**src/rtl/ctrl_encode_def.sv**
```systemverilog
// ---------------------------------------------------------------------------
// ctrl_encode_def : shared control encodings for the pipelined MIPS core.
//   ALUOP_WIDTH      - width of the shared ALU operation code
//   ALU_*            - ALU operation codes
//   WD_*             - writeback data select (ALU result / memory / PC+4)
//   GPR_*            - destination register select (rd / rt / $31)
// ---------------------------------------------------------------------------
package ctrl_encode_def;

   localparam int ALUOP_WIDTH = 5;

   localparam logic [ALUOP_WIDTH-1:0] ALU_NOP  = 5'd0;
   localparam logic [ALUOP_WIDTH-1:0] ALU_ADD  = 5'd1;
   localparam logic [ALUOP_WIDTH-1:0] ALU_SUB  = 5'd2;
   localparam logic [ALUOP_WIDTH-1:0] ALU_AND  = 5'd3;
   localparam logic [ALUOP_WIDTH-1:0] ALU_OR   = 5'd4;
   localparam logic [ALUOP_WIDTH-1:0] ALU_XOR  = 5'd5;
   localparam logic [ALUOP_WIDTH-1:0] ALU_NOR  = 5'd6;
   localparam logic [ALUOP_WIDTH-1:0] ALU_SLT  = 5'd7;
   localparam logic [ALUOP_WIDTH-1:0] ALU_SLTU = 5'd8;
   localparam logic [ALUOP_WIDTH-1:0] ALU_SLL  = 5'd9;
   localparam logic [ALUOP_WIDTH-1:0] ALU_SRL  = 5'd10;
   localparam logic [ALUOP_WIDTH-1:0] ALU_SRA  = 5'd11;
   localparam logic [ALUOP_WIDTH-1:0] ALU_LUI  = 5'd12;

   localparam logic [1:0] WD_ALU = 2'd0;
   localparam logic [1:0] WD_MEM = 2'd1;
   localparam logic [1:0] WD_PC4 = 2'd2;

   localparam logic [1:0] GPR_RD = 2'd0;
   localparam logic [1:0] GPR_RT = 2'd1;
   localparam logic [1:0] GPR_31 = 2'd2;

endpackage

```
**src/rtl/id_ex_reg_hazard_detect.sv**
```systemverilog
// ---------------------------------------------------------------------------
// hazard_detect : combinational load-use hazard detector.
//   rst            - reset; suppresses the stall request
//   ex_valid/ex_mem_read/ex_rt - load currently sitting in EX
//   id_valid/id_rs/id_rt/id_uses_rt - instruction currently in ID
//   flush          - taken branch kills the ID slot, so no stall is needed
//   load_use_stall - freeze PC and IF/ID this cycle
// ---------------------------------------------------------------------------
module hazard_detect (
   input  logic       rst,
   input  logic       ex_valid,
   input  logic       ex_mem_read,
   input  logic [4:0] ex_rt,
   input  logic       id_valid,
   input  logic [4:0] id_rs,
   input  logic [4:0] id_rt,
   input  logic       id_uses_rt,
   input  logic       flush,
   output logic       load_use_stall
);

   logic src_match;
   logic hazard;

   // rt only counts as a source for instructions that actually read it
   assign src_match = (ex_rt == id_rs) | (id_uses_rt & (ex_rt == id_rt));

   // $0 is hardwired to zero, so a load into it never creates a dependency
   assign hazard = ex_valid & ex_mem_read & (ex_rt != 5'd0) & id_valid & src_match;

   assign load_use_stall = hazard & ~flush & ~rst;

endmodule

```
**src/rtl/id_ex_reg.sv**
```systemverilog
// ---------------------------------------------------------------------------
// id_ex_reg : ID/EX pipeline register of the pipelined MIPS core.
//   clk, rst          - clock, synchronous active-high reset
//   id_*              - decode results (PC, GPR data, Imm32, reg numbers, ctrl)
//   ex_stall          - hold current contents
//   flush             - replace the slot with a bubble
//   ex_*, ex_valid    - registered copies presented to EX
//   load_use_stall    - combinational stall request for PC and IF/ID
//   bubble_cnt        - saturating count of load-use bubbles inserted
// ---------------------------------------------------------------------------
module id_ex_reg
   import ctrl_encode_def::*;
#(
   parameter int ALUOP_W = ALUOP_WIDTH,
   parameter int CNT_W   = 16
) (
   input  logic               clk,
   input  logic               rst,
   input  logic               id_valid,
   input  logic [31:0]        id_pc,
   input  logic [31:0]        id_rd1,
   input  logic [31:0]        id_rd2,
   input  logic [31:0]        id_imm32,
   input  logic [4:0]         id_rs,
   input  logic [4:0]         id_rt,
   input  logic [4:0]         id_rd,
   input  logic               id_uses_rt,
   input  logic [ALUOP_W-1:0] id_alu_op,
   input  logic               id_alu_src,
   input  logic               id_reg_write,
   input  logic               id_mem_read,
   input  logic               id_mem_write,
   input  logic [1:0]         id_wd_sel,
   input  logic [1:0]         id_gpr_sel,
   input  logic               ex_stall,
   input  logic               flush,
   output logic [31:0]        ex_pc,
   output logic [31:0]        ex_rd1,
   output logic [31:0]        ex_rd2,
   output logic [31:0]        ex_imm32,
   output logic [4:0]         ex_rs,
   output logic [4:0]         ex_rt,
   output logic [4:0]         ex_rd,
   output logic [ALUOP_W-1:0] ex_alu_op,
   output logic               ex_alu_src,
   output logic               ex_reg_write,
   output logic               ex_mem_read,
   output logic               ex_mem_write,
   output logic [1:0]         ex_wd_sel,
   output logic [1:0]         ex_gpr_sel,
   output logic               ex_valid,
   output logic               load_use_stall,
   output logic [CNT_W-1:0]   bubble_cnt
);

   logic [31:0]        pc_q, pc_d, rd1_q, rd1_d, rd2_q, rd2_d, imm_q, imm_d;
   logic [4:0]         rs_q, rs_d, rt_q, rt_d, rd_q, rd_d;
   logic [ALUOP_W-1:0] alu_op_q, alu_op_d;
   logic               alu_src_q, alu_src_d, reg_write_q, reg_write_d;
   logic               mem_read_q, mem_read_d, mem_write_q, mem_write_d;
   logic [1:0]         wd_sel_q, wd_sel_d, gpr_sel_q, gpr_sel_d;
   logic               valid_q, valid_d;
   logic [CNT_W-1:0]   cnt_q, cnt_d;

   logic bubble, load, count;

   hazard_detect u_hazard (
      .rst            (rst),
      .ex_valid       (valid_q),
      .ex_mem_read    (mem_read_q),
      .ex_rt          (rt_q),
      .id_valid       (id_valid),
      .id_rs          (id_rs),
      .id_rt          (id_rt),
      .id_uses_rt     (id_uses_rt),
      .flush          (flush),
      .load_use_stall (load_use_stall)
   );

   // flush beats ex_stall; under ex_stall a pending hazard only holds
   // (load_use_stall already excludes flush)
   assign bubble = flush | (~ex_stall & load_use_stall);
   assign load   = ~flush & ~ex_stall & ~load_use_stall;
   assign count  = ~flush & ~ex_stall & load_use_stall;

   always_comb begin
      pc_d        = pc_q;
      rd1_d       = rd1_q;
      rd2_d       = rd2_q;
      imm_d       = imm_q;
      rs_d        = rs_q;
      rt_d        = rt_q;
      rd_d        = rd_q;
      alu_op_d    = alu_op_q;
      alu_src_d   = alu_src_q;
      reg_write_d = reg_write_q;
      mem_read_d  = mem_read_q;
      mem_write_d = mem_write_q;
      wd_sel_d    = wd_sel_q;
      gpr_sel_d   = gpr_sel_q;
      valid_d     = valid_q;
      cnt_d       = cnt_q;
      if (bubble) begin
         pc_d        = '0;
         rd1_d       = '0;
         rd2_d       = '0;
         imm_d       = '0;
         rs_d        = '0;
         rt_d        = '0;
         rd_d        = '0;
         alu_op_d    = '0;
         alu_src_d   = 1'b0;
         reg_write_d = 1'b0;
         mem_read_d  = 1'b0;
         mem_write_d = 1'b0;
         wd_sel_d    = WD_ALU;
         gpr_sel_d   = GPR_RD;
         valid_d     = 1'b0;
      end else if (load) begin
         pc_d        = id_pc;
         rd1_d       = id_rd1;
         rd2_d       = id_rd2;
         imm_d       = id_imm32;
         rs_d        = id_rs;
         rt_d        = id_rt;
         rd_d        = id_rd;
         alu_op_d    = id_alu_op;
         alu_src_d   = id_alu_src;
         wd_sel_d    = id_wd_sel;
         gpr_sel_d   = id_gpr_sel;
         // a dead slot carries its fields along but must never change state
         reg_write_d = id_reg_write & id_valid;
         mem_read_d  = id_mem_read & id_valid;
         mem_write_d = id_mem_write & id_valid;
         valid_d     = id_valid;
      end
      if (count && !(&cnt_q)) begin
         cnt_d = cnt_q + 1'b1;
      end
   end

   always_ff @(posedge clk) begin
      if (rst) begin
         pc_q        <= '0;
         rd1_q       <= '0;
         rd2_q       <= '0;
         imm_q       <= '0;
         rs_q        <= '0;
         rt_q        <= '0;
         rd_q        <= '0;
         alu_op_q    <= '0;
         alu_src_q   <= 1'b0;
         reg_write_q <= 1'b0;
         mem_read_q  <= 1'b0;
         mem_write_q <= 1'b0;
         wd_sel_q    <= '0;
         gpr_sel_q   <= '0;
         valid_q     <= 1'b0;
         cnt_q       <= '0;
      end else begin
         pc_q        <= pc_d;
         rd1_q       <= rd1_d;
         rd2_q       <= rd2_d;
         imm_q       <= imm_d;
         rs_q        <= rs_d;
         rt_q        <= rt_d;
         rd_q        <= rd_d;
         alu_op_q    <= alu_op_d;
         alu_src_q   <= alu_src_d;
         reg_write_q <= reg_write_d;
         mem_read_q  <= mem_read_d;
         mem_write_q <= mem_write_d;
         wd_sel_q    <= wd_sel_d;
         gpr_sel_q   <= gpr_sel_d;
         valid_q     <= valid_d;
         cnt_q       <= cnt_d;
      end
   end

   assign ex_pc        = pc_q;
   assign ex_rd1       = rd1_q;
   assign ex_rd2       = rd2_q;
   assign ex_imm32     = imm_q;
   assign ex_rs        = rs_q;
   assign ex_rt        = rt_q;
   assign ex_rd        = rd_q;
   assign ex_alu_op    = alu_op_q;
   assign ex_alu_src   = alu_src_q;
   assign ex_reg_write = reg_write_q;
   assign ex_mem_read  = mem_read_q;
   assign ex_mem_write = mem_write_q;
   assign ex_wd_sel    = wd_sel_q;
   assign ex_gpr_sel   = gpr_sel_q;
   assign ex_valid     = valid_q;
   assign bubble_cnt   = cnt_q;

endmodule
```
**config.mk**
```make
export PLATFORM = sky130hd
export DESIGN_NAME = id_ex_reg
export DESIGN_NICKNAME = d
export VERILOG_FILES = /design/src/rtl/ctrl_encode_def.sv /design/src/rtl/id_ex_reg_hazard_detect.sv /design/src/rtl/id_ex_reg.sv
export SDC_FILE = /design/constraint.sdc
export NUM_CORES = 1
export LEC_CHECK = 0
export CAP_MARGIN = 20
export CORE_AREA = 2 2 184 96
export CTS_CLUSTER_DIAMETER = 60
export DETAILED_ROUTE_END_ITERATION = 6
export DIE_AREA = 0 0 186 98
export PLACE_DENSITY = 0.81
export SLEW_MARGIN = 40
export SYNTH_ARGS = -nofsm -noshare
export SYNTH_HDL_FRONTEND = slang
export SYNTH_SLANG_ARGS = --single-unit
```
**constraint.sdc**
```tcl
create_clock -name clk -period 2.34 [get_ports clk]
set_input_delay 0.468 -clock clk [delete_from_list [all_inputs] [get_ports clk]]
set_output_delay 0.468 -clock clk [all_outputs]
set_load 0.05 [all_outputs]
```
==> results.sh, run 1 <==
export IMPL_status="complete, but fails checks"
export IMPL_violations="setup timing"
export IMPL_fmax_ghz=0.402
export IMPL_place_gp_congestion=0.814
export IMPL_swShare=0.255
export IMPL_tightest_slew_ns=0.619
export IMPL_via_per_inst=4.62
export IMPL_fin_skew_ns=0.00910
export IMPL_drc=0
export IMPL_cts_tree="done"
export IMPL_n_fill_cell=1330
export IMPL_dieWidth_microns=186
export IMPL_power_mw=6.76
export IMPL_row_count=34
export IMPL_routed_wl_microns=20300
export IMPL_synthCells=626
export IMPL_hold_viol=0
export IMPL_clock_root_buffer="clkbuf_16"
export IMPL_rsz0062_at_grt="true"
export IMPL_vias=5737
export IMPL_dpl_cell_count=1205
export IMPL_fin_cells=1241
export IMPL_power_frac_comb=0.152
export IMPL_firstDrtPassIters=4
export IMPL_end_kind="output pin"
export IMPL_worstPathRequired_ns=1.87
export IMPL_path_clk_slew_ns=0.06
export IMPL_syn_area_sq_um=6520
export IMPL_cts_buffers=17
export IMPL_grt_pass1_wl_microns=31100
export IMPL_hold_path_class="reg -> reg"
export IMPL_p_leak_nw=4.13
export IMPL_yosysWarningCount=0
export IMPL_coreArea_sq_um=16800
export IMPL_ys_types=35
export IMPL_powerDensity_nw_per_um2=607
export IMPL_drv_slew=0
export IMPL_ir_worst_vdd_mv=0.428
export IMPL_ant_nets=0
export IMPL_ys_seq_area_frac=0.531
export IMPL_synth_edf_count=0
export IMPL_cp_max_fo=2
export IMPL_grt_remaining_overflow=0
export IMPL_drive_above_1_share=0.0963
export IMPL_multi_input_area_sq_um=2830
export IMPL_ios=336
export IMPL_port_buffers=335
export IMPL_syn_area_per_cell_sq_um=10.4
export IMPL_final_period_utilization=1.06
export IMPL_htreeDepth=4
export IMPL_clock_sinks=173
export IMPL_synth_seq_cells=173
export IMPL_grtUsageTotal=0.221
export IMPL_die_y_microns=98
export IMPL_setup_viol=1
export IMPL_pre_cts_ws_ns=-0.256
export IMPL_grt_start_max_net_pins=31
export IMPL_fin_crit_ns=2.49
export IMPL_dpl_hpwl_microns=15700
export IMPL_clock_latency_ns=0.42
export IMPL_antenna_cells=0
export IMPL_synth_ff_type="dfxtp_1"
export IMPL_grt_pass1_vias=5808
export IMPL_finalWorstSetupSlack_ns=-0.147
export IMPL_startpoint_type="register"
export IMPL_p_seq_frac=0.449
export IMPL_wl_per_cell_microns=16.3
export IMPL_initial_core_util=0.388
export IMPL_regArea_sq_um=3470
export IMPL_syn2layout_area_growth_pct=70.8
export IMPL_layout_nets=1158
export IMPL_clockPowerShare=0.399
export IMPL_crit_type="reg -> out"
export IMPL_async_flop_share=0
export IMPL_clock_path_buffers=2
export IMPL_cap_violations=0
export IMPL_dieArea_sq_um=18200
export IMPL_antenna_found_initial=0
export IMPL_first_iter_violations=160
export IMPL_postSynthNetCount=789
export IMPL_switchingPower_mw=1.72
export IMPL_intPower_mw=5.04
export IMPL_maxSlewHeadroom=0.586
export IMPL_critPathArrivalTime_ns=2.02
-- synth_stat cells (7+ instances only) --
cell type,instances,share of area
clkbuf_1,7,0.0040
xnor2_1,11,0.015
buf_1,11,0.0063
nand2_1,7,0.0040
dfxtp_1,173,0.53
o21ai_0,8,0.0061
buf_6,15,0.026
mux2i_1,159,0.24
nand3_1,12,0.0092
or3_1,8,0.0077
nor2_1,164,0.094
a21oi_1,9,0.0069
-- layout by cell type, fill, tap and decap left out, types with 2 or more instances in the layout --
master           netlist  routed
and4_1                 3       3
clkinv_2               0       3
nand2b_1               4       3
o211ai_1               2       2
clkdlybuf4s50_1        0     334
mux2i_1              159     159
clkinvlp_4             0       4
nor4_1                 2       2
dfxtp_2                0       3
nand4_1                3       3
nand3_1               12      11
buf_12                 0      18
inv_6                  0       2
o21ai_0                8       8
dfxtp_1              173     170
and2_1                 2       2
nand2_1                7       7
clkinv_4               0       3
clkbuf_16              0      17
a21oi_1                9       9
or3_1                  8       8
buf_6                 15       2
buf_4                  2      34
nor2_1               164     163
and3_1                 4       4
o21bai_1               2       2
xnor2_1               11      11
-- power groups by stage --
stage / combinational (mW) / sequential, mW / clock [mW]
after global placement: 1.02 / 3.10 / 0
after CTS: 1.03 / 3.04 / 2.75
after detailed placement: 1.03 / 3.10 / 0
after global routing: 1.08 / 3.04 / 2.89
final: 1.03 / 3.04 / 2.70
after floorplan: 0.296 / 3.31 / 0
-- routing by layer --
| metal | up-vias | track usage | share of wire |
|---|---|---|---|
| met4 | 0 | 0.0594 | 0.012 |
| met3 | 22 | 0.0977 | 0.099 |
| met5 | - | 0 | 0 |
| li1 | 2862 | - | - |
| met2 | 189 | 0.358 | 0.46 |
| met1 | 2664 | 0.266 | 0.43 |
-- logic make-up (layout without fill, tap and decap cells) --
family / count (synthesis) / in the layout / share of synthesized area
XOR/XNOR: 12 / 12 / 0.0161
multiplexers: 159 / 159 / 0.244
flip-flops: 173 / 173 / 0.531
AND/OR/NAND/NOR: 215 / 215 / 0.141
buffers and inverters: 40 / 421 / 0.0420
AO/OA/AOI/OAI: 26 / 26 / 0.0240
adder cells (fa/ha/maj): 1 / 1 / 0.00192
-- layout make-up --
class / count / area share
Clock buffer: 18 / 0.0394
Timing Repair Buffer: 388 / 0.357
Tap cell: 234 / 0.0263
Sequential cell: 173 / 0.311
Clock inverter: 13 / 0.0107
Inverter: 2 / 0.000674
Multi-Input combinational cell: 413 / 0.254
-- timing repair --
item | 4_1_cts | 5_1_grt
resized for setup | 4 | 7
hold buffers | 0 | 0
setup endpoints to repair | 1 | 11
pin swaps | 2 | 4
buffers inserted | 4 | 1
-- worst paths after layout --
| path | cells after the start | slack (ns) | start | end |
|---|---|---|---|---|
| worst max-delay path | 6 | -0.15 | ex_rt[0]$_SDFFE_PP0P_ | load_use_stall |
| worst min-delay path | 2 | 0.49 | ex_alu_op[0]$_SDFFE_PP0P_ | ex_alu_op[0]$_SDFFE_PP0P_ |
| worst max register to register | 7 | 0.09 | ex_rt[0]$_SDFFE_PP0P_ | ex_imm32[18]$_SDFFE_PP0P_ |
| worst min register to register | 2 | 0.49 | ex_alu_op[0]$_SDFFE_PP0P_ | ex_alu_op[0]$_SDFFE_PP0P_ |
-- per-stage QoR --
step	hold slack, ns	setup TNS [ns]	cell area (sq um)	utilization
finish	0.491	-0.147	11100	0.663
global route	0.514	-0.936	11100	0.663
CTS	0.497	-0.116	11100	0.661
detailed placement	0.480	-27.27	10500	0.625
global placement	0.468	-22.70	10500	0.625
floorplan	0.615	0	6520	-
-- worst max-delay path, stage by stage (launching register included) --
cell	delay [ns]
dfxtp_2	0.32
or4_4	0.55
o211ai_1	0.26
buf_4	0.16
nand2b_4	0.12
inv_2	0.05
buf_12	0.14
-- state kept, by name, indices dropped and copies added, names as in the netlist --
signal        cells
ex_rt             5
ex_alu_op         5
ex_rd2           32
ex_mem_read       1
ex_alu_src        1
ex_imm32         32
ex_valid          1
ex_wd_sel         2
ex_pc            32
ex_gpr_sel        2
ex_rd             5
ex_reg_write      1
bubble_cnt       16
ex_rs             5
ex_rd1           32
ex_mem_write      1
(Power assumes the default switching activity.)
==> inputs of run 2 (changes only) <==
--- a/config.mk
+++ b/config.mk
@@ -6,11 +6,11 @@
 export NUM_CORES = 1
 export LEC_CHECK = 0
 export CAP_MARGIN = 20
-export CORE_AREA = 2 2 184 96
+export CORE_AREA = 2 2 232 120
 export CTS_CLUSTER_DIAMETER = 60
 export DETAILED_ROUTE_END_ITERATION = 6
-export DIE_AREA = 0 0 186 98
-export PLACE_DENSITY = 0.81
+export DIE_AREA = 0 0 234 122
+export PLACE_DENSITY = 0.55
 export SLEW_MARGIN = 40
 export SYNTH_ARGS = -nofsm -noshare
 export SYNTH_HDL_FRONTEND = slang
==> constraint.sdc (replaced) <==
create_clock -name clk -period 2.34 [get_ports clk]
set_input_delay 0.468 -clock clk [delete_from_list [all_inputs] [get_ports clk]]
set_output_delay 0.468 -clock clk [all_outputs]
set_load 0.01 [all_outputs]
==> run 2 against run 1 <==
  * The flow now finishes without violations
  * Core utilization shrank 25 points
  * Routed wire length grew 1.1%
  * Sequential share of layout area down 0.23 points
  * Clock power up 8.1%
  * Fmax increased by 6.4%
  * Combinational power down 19%
  * Highest routed layer unchanged
  * Critical path type unchanged
  * Non-clock buffer count down 9
  * Sequential cell count stayed put
  * Worst hold slack worse by 0.0021 ns
  * Cell count increased by 9.5%
  * Design area is 0.69% higher
  * First-iteration DRC count up 10%
==> results.sh, run 2 (same netlist as run 1, synthesis figures left out) <==
export IMPL_worstPathRequired_ns=1.87
export IMPL_hold_depth=2
export IMPL_fmax_ghz=0.428
export IMPL_wl_per_cell_microns=15.1
export IMPL_grtUsageTotal=0.139
export IMPL_fin_hold_ws_ns=0.489
export IMPL_grt_remaining_overflow=0
export IMPL_drc=0
export IMPL_row_count=43
export IMPL_dieArea_sq_um=28500
export IMPL_fin_crit_ns=2.34
export IMPL_status="finished clean"
export IMPL_hold_viol=0
export IMPL_dpl_cell_count=1325
export IMPL_path_clk_slew_ns=0.07
export IMPL_ios=336
export IMPL_p_leak_nw=4.10
export IMPL_routed_wl_microns=20500
export IMPL_antenna_cells=0
export IMPL_finalWorstSetupSlack_ns=0.00314
export IMPL_first_iter_violations=176
export IMPL_vias=5579
export IMPL_mostFrequentLayoutCell="clkdlybuf4s50_1"
export IMPL_end_kind="output pin"
export IMPL_min_to="ex_rd1[8]$_SDFFE_PP0P_"
export IMPL_fin_skew_ns=0.0120
export IMPL_layout_nets=1149
export IMPL_drv_slew=0
export IMPL_dieWidth_microns=234
export IMPL_layout_common_cells="clkdlybuf4s50_1, dfxtp_1, nor2_1, mux2i_1, buf_4"
export IMPL_die_y_microns=122
export IMPL_port_buffers=335
export IMPL_pre_cts_ws_ns=-0.468
export IMPL_grt_start_max_net_pins=57
export IMPL_syn2layout_area_growth_pct=72.0
export IMPL_final_period_utilization=0.999
export IMPL_rsz0062_at_grt="true"
export IMPL_tightest_slew_ns=0.258
export IMPL_fin_cells=1359
export IMPL_antenna_found_initial=0
export IMPL_crit_path_start="ex_rt[1]$_SDFFE_PP0P_"
export IMPL_htreeDepth=4
export IMPL_power_mw=6.78
export IMPL_cp_max_fo=2
export IMPL_grt_pass1_wl_microns=30200
export IMPL_cts_tree="done"
export IMPL_grt_pass1_vias=5373
export IMPL_startpoint_type="register"
export IMPL_setup_viol=0
export IMPL_r2r_cells=7
export IMPL_via_per_inst=4.11
export IMPL_hold_buffers=0
export IMPL_hold_path_class="reg -> reg"
export IMPL_crit_type="reg -> out"
export IMPL_fin_tns_setup_ns=0
export IMPL_clock_sinks=173
export IMPL_maxSlewHeadroom=0.826
export IMPL_clock_latency_ns=0.45
export IMPL_ant_nets=0
export IMPL_cap_violations=0
export IMPL_clock_path_buffers=2
export IMPL_firstDrtPassIters=4
export IMPL_initial_core_util=0.243
export IMPL_rrSetupSlack_ns=0.15
export IMPL_critPathArrivalTime_ns=1.87
export IMPL_r2r_end="ex_alu_op[0]$_SDFFE_PP0P_"
export IMPL_ir_worst_vdd_mv=0.396
export IMPL_drive_above_1_share=0.0851
export IMPL_cts_buffers=17
export IMPL_dpl_hpwl_microns=15300
export IMPL_clock_root_buffer="clkbuf_16"
export IMPL_r2r_start="ex_rt[1]$_SDFFE_PP0P_"
export IMPL_powerDensity_nw_per_um2=605
export IMPL_min_from="ex_rd1[8]$_SDFFE_PP0P_"
export IMPL_n_fill_cell=2578
export IMPL_coreArea_sq_um=26800
export IMPL_place_gp_congestion=0.729
==> run 2: cell count changes in the layout (fill, tap and decap cells not counted), moves of 2 or more <==
cell	before	now
buf_4	34	29
buf_12	18	15
clkinvlp_4	4	2
dfxtp_1	170	172
dfxtp_2	3	1
==> run 2: how the worst max path moves through the flow <==
stage                                     to  slack, ns  depth (start not counted)
floorplan           ex_imm32[0]$_SDFFE_PP0P_       0.25                          8
global placement              load_use_stall      -0.50                          7
detailed placement            load_use_stall      -0.47                          7
CTS                           load_use_stall      -0.05                          5
global route                  load_use_stall      -0.07                          5
finish                        load_use_stall      0.003                          5
==> run 2: repair_timing <==
item | CTS | global route
gates resized for setup | 11 | 0
setup buffers | 1 | 1
pin swaps | 2 | 1
endpoints found under the setup margin | 1 | 2
hold endpoints to repair | 0 | 0
==> run 2: critical path, stage by stage, from the launching register on <==
cell	delay [ns]
dfxtp_2	0.32
or4_4	0.55
o211ai_1	0.23
nand2b_4	0.18
inv_2	0.04
buf_6	0.11
==> run 2: cell type report <==
class                   instances  area (sq um)  share of cell area
clock buffers                  18           439              0.0392
clock inverters                14           158              0.0141
inverters                       2          7.51            0.000669
multi-input cells             413          2820               0.252
flip-flops and latches        173          3460               0.309
well taps                     360           450              0.0402
repair buffers                379          3870               0.345
==> run 2: where the power goes <==
group	internal [mW]	switching [mW]
Clock	1.62	1.30
Combinational	0.527	0.305
Sequential	3.00	0.0307
Total	5.15	1.63
==> run 2: stage by stage <==
| stage | utilization | instance area (sq um) |
|---|---|---|
| 6_report | 0.418 | 11200 |
| 5_1_grt | 0.418 | 11200 |
| 4_1_cts | 0.417 | 11200 |
| 3_5_place_dp | 0.394 | 10600 |
| 3_3_place_gp | 0.394 | 10600 |
| 2_1_floorplan | - | 6520 |
==> run 2: layer usage <==
metal | wire length [microns] | GRT usage | vias up
met5 | 0 | 0 | -
met4 | 236 | 0.0451 | 0
met3 | 1970 | 0.0639 | 17
met2 | 8600 | 0.201 | 183
met1 | 9690 | 0.183 | 2535
li1 | - | - | 2844
==> inputs of run 3 (changes only) <==
--- a/config.mk
+++ b/config.mk
@@ -8,10 +8,11 @@
 export CAP_MARGIN = 20
 export CORE_AREA = 2 2 232 120
 export CTS_CLUSTER_DIAMETER = 60
+export CTS_CLUSTER_SIZE = 24
 export DETAILED_ROUTE_END_ITERATION = 6
 export DIE_AREA = 0 0 234 122
-export PLACE_DENSITY = 0.55
-export SLEW_MARGIN = 40
+export PLACE_DENSITY = 0.57
+export SLEW_MARGIN = 20
 export SYNTH_ARGS = -nofsm -noshare
 export SYNTH_HDL_FRONTEND = slang
 export SYNTH_SLANG_ARGS = --single-unit
==> constraint.sdc (replaced) <==
create_clock -name clk -period 1.94 [get_ports clk]
set_input_delay 0.388 -clock clk [delete_from_list [all_inputs] [get_ports clk]]
set_output_delay 0.388 -clock clk [all_outputs]
set_load 0.01 [all_outputs]
==> run 3 against run 2 <==
  * The run now ends with setup timing left
  * Global-route usage rose by 0.98 points
  * Via count rose by 3.3%
  * Core utilization is 2.4 points higher
  * Non-clock buffer count is 36 higher
  * Routed wire length is 7.1% higher
  * Clock power is 21% higher
  * Clock-buffer cell count increased by 3
==> results.sh, run 3 (same netlist as run 1, synthesis figures left out) <==
export IMPL_startpoint_type="register"
export IMPL_grt_pass1_wl_microns=32100
export IMPL_grt_remaining_overflow=0
export IMPL_routed_wl_microns=22000
export IMPL_tightest_slew_ns=0.257
export IMPL_hold_depth=3
export IMPL_fin_cells=1395
export IMPL_r2r_cells=8
export IMPL_rrSetupSlack_ns=-0.34
export IMPL_hold_buffers=0
export IMPL_min_to="ex_rs[2]$_SDFFE_PP0P_"
export IMPL_wl_per_cell_microns=15.7
export IMPL_p_leak_nw=4.42
export IMPL_clock_root_buffer="clkbuf_16"
export IMPL_min_from="id_rs[2]"
export IMPL_coreArea_sq_um=26800
export IMPL_crit_type="reg -> out"
export IMPL_drive_above_1_share=0.138
export IMPL_cp_slowest_cell="or4_4"
export IMPL_end_kind="output pin"
export IMPL_die_y_microns=122
export IMPL_fmax_ghz=0.436
export IMPL_critPathArrivalTime_ns=1.90
export IMPL_wl_met3_microns=2050
export IMPL_ir_worst_vdd_mv=0.475
export IMPL_dieArea_sq_um=28500
export IMPL_r2r_start="ex_rt[0]$_SDFFE_PP0P_"
export IMPL_fin_crit_ns=2.29
export IMPL_wl_met1_microns=10700
export IMPL_fin_hold_ws_ns=0.465
export IMPL_mostFrequentLayoutCell="clkdlybuf4s50_1"
export IMPL_first_iter_violations=202
export IMPL_htreeDepth=4
export IMPL_row_count=43
export IMPL_dpl_hpwl_microns=16000
export IMPL_rsz0062_at_grt="true"
export IMPL_setup_viol=169
export IMPL_hold_path_class="in -> reg"
export IMPL_drc=0
export IMPL_grt_start_max_net_pins=34
export IMPL_crit_chain="or4_4 > o211ai_1 > nand2b_4 > inv_2 > buf_6"
export IMPL_ant_nets=0
export IMPL_antenna_cells=0
export IMPL_r2r_end="ex_mem_write$_SDFFE_PP0P_"
export IMPL_via_per_inst=4.13
export IMPL_clock_path_buffers=2
export IMPL_status="complete, but fails checks"
export IMPL_initial_core_util=0.243
export IMPL_layout_common_cells="clkdlybuf4s50_1, dfxtp_1, nor2_1, mux2i_1, buf_4"
export IMPL_wl_met2_microns=9000
export IMPL_place_gp_congestion=0.741
export IMPL_maxSlewHeadroom=0.828
export IMPL_post_route_util=0.441
export IMPL_drv_slew=0
export IMPL_grtUsageTotal=0.149
export IMPL_finalWorstSetupSlack_ns=-0.351
export IMPL_fin_skew_ns=0.0135
export IMPL_dpl_cell_count=1348
export IMPL_cts_buffers=17
export IMPL_slowest_delay_ns=0.56
export IMPL_cap_violations=0
export IMPL_powerDensity_nw_per_um2=702
export IMPL_syn2layout_area_growth_pct=81.8
export IMPL_power_mw=8.32
export IMPL_vias=5763
export IMPL_firstDrtPassIters=4
export IMPL_clock_latency_ns=0.44
export IMPL_cp_max_fo=2
export IMPL_hold_viol=0
export IMPL_ios=336
export IMPL_clock_sinks=173
export IMPL_routed_top_layer="met4"
export IMPL_final_period_utilization=1.18
export IMPL_grt_pass1_vias=5583
export IMPL_worstPathRequired_ns=1.55
export IMPL_cts_tree="done"
export IMPL_violations="setup timing"
export IMPL_path_clk_slew_ns=0.07
export IMPL_postPlaceCellArea_sq_um=10700
export IMPL_antenna_found_initial=0
export IMPL_port_buffers=335
export IMPL_dieWidth_microns=234
export IMPL_layout_nets=1185
export IMPL_finalInstanceArea_sq_um=11900
==> run 3: cell count changes in the layout (fill, tap and decap cells not counted), sizes merged <==
| cell | change |
|---|---|
| inv | -1 |
| buf | +32 |
| clkbuf | +3 |
| clkinv | -3 |
| bufbuf | +4 |
| clkinvlp | +1 |
==> run 3: per-layer routing <==
metal / GRT usage / vias up
li1: - / 2915
met1: 0.199 / 2641
met2: 0.213 / 189
met3: 0.0712 / 18
met4: 0.0400 / 0
met5: 0 / -
==> run 3: worst max-delay path: cells and delay by family (launching register included) <==
family          cells  cell delay [ns]
buf+inv             2             0.15
simple gates        2             0.74
compound gates      1             0.24
flops               1             0.32
==> run 3: how the worst max path moves through the flow <==
stage	slack, ns	start	depth (start not counted)	to
after global placement	-0.76	id_rs[2]	8	load_use_stall
after CTS	-0.40	ex_rt[1]$_SDFFE_PP0P_	5	load_use_stall
final	-0.35	ex_rt[0]$_SDFFE_PP0P_	5	load_use_stall
after global routing	-0.46	ex_rt[0]$_SDFFE_PP0P_	5	load_use_stall
after detailed placement	-0.76	id_rs[2]	8	load_use_stall
after floorplan	-0.12	ex_rt[0]$_SDFFE_PP0P_	7	ex_rd2[29]$_SDFFE_PP0P_
==> run 3: stage by stage <==
stage	setup TNS, ns	setup WS, ns
2_1_floorplan	-14.84	-0.119
6_report	-37.57	-0.351
4_1_cts	-45.78	-0.403
5_1_grt	-49.90	-0.458
3_3_place_gp	-105.52	-0.764
3_5_place_dp	-108.26	-0.763
==> run 3: where the power goes <==
group,total (mW),leakage [nW],switching [mW],internal [mW]
logic,1.13,2.72,0.398,0.728
clock network,3.53,0.287,1.52,2.01
registers,3.66,1.40,0.0376,3.62
==> run 3: cell type report <==
| class | count | area [sq um] |
|---|---|---|
| Multi-Input combinational cell | 413 | 2940 |
| Clock buffer | 21 | 470 |
| Tap cell | 360 | 450 |
| Sequential cell | 173 | 3470 |
| Inverter | 2 | 7.51 |
| Timing Repair Buffer | 415 | 4390 |
| Fill cell | 2554 | 15000 |
| Clock inverter | 11 | 131 |
==> run 3: repair_timing <==
item / 4_1_cts / 5_1_grt
endpoints found under the setup margin: 174 / 177
gates cloned: 8 / 0
pin swaps: 5 / 13
gates resized for setup: 31 / 28
buffers inserted: 4 / 3
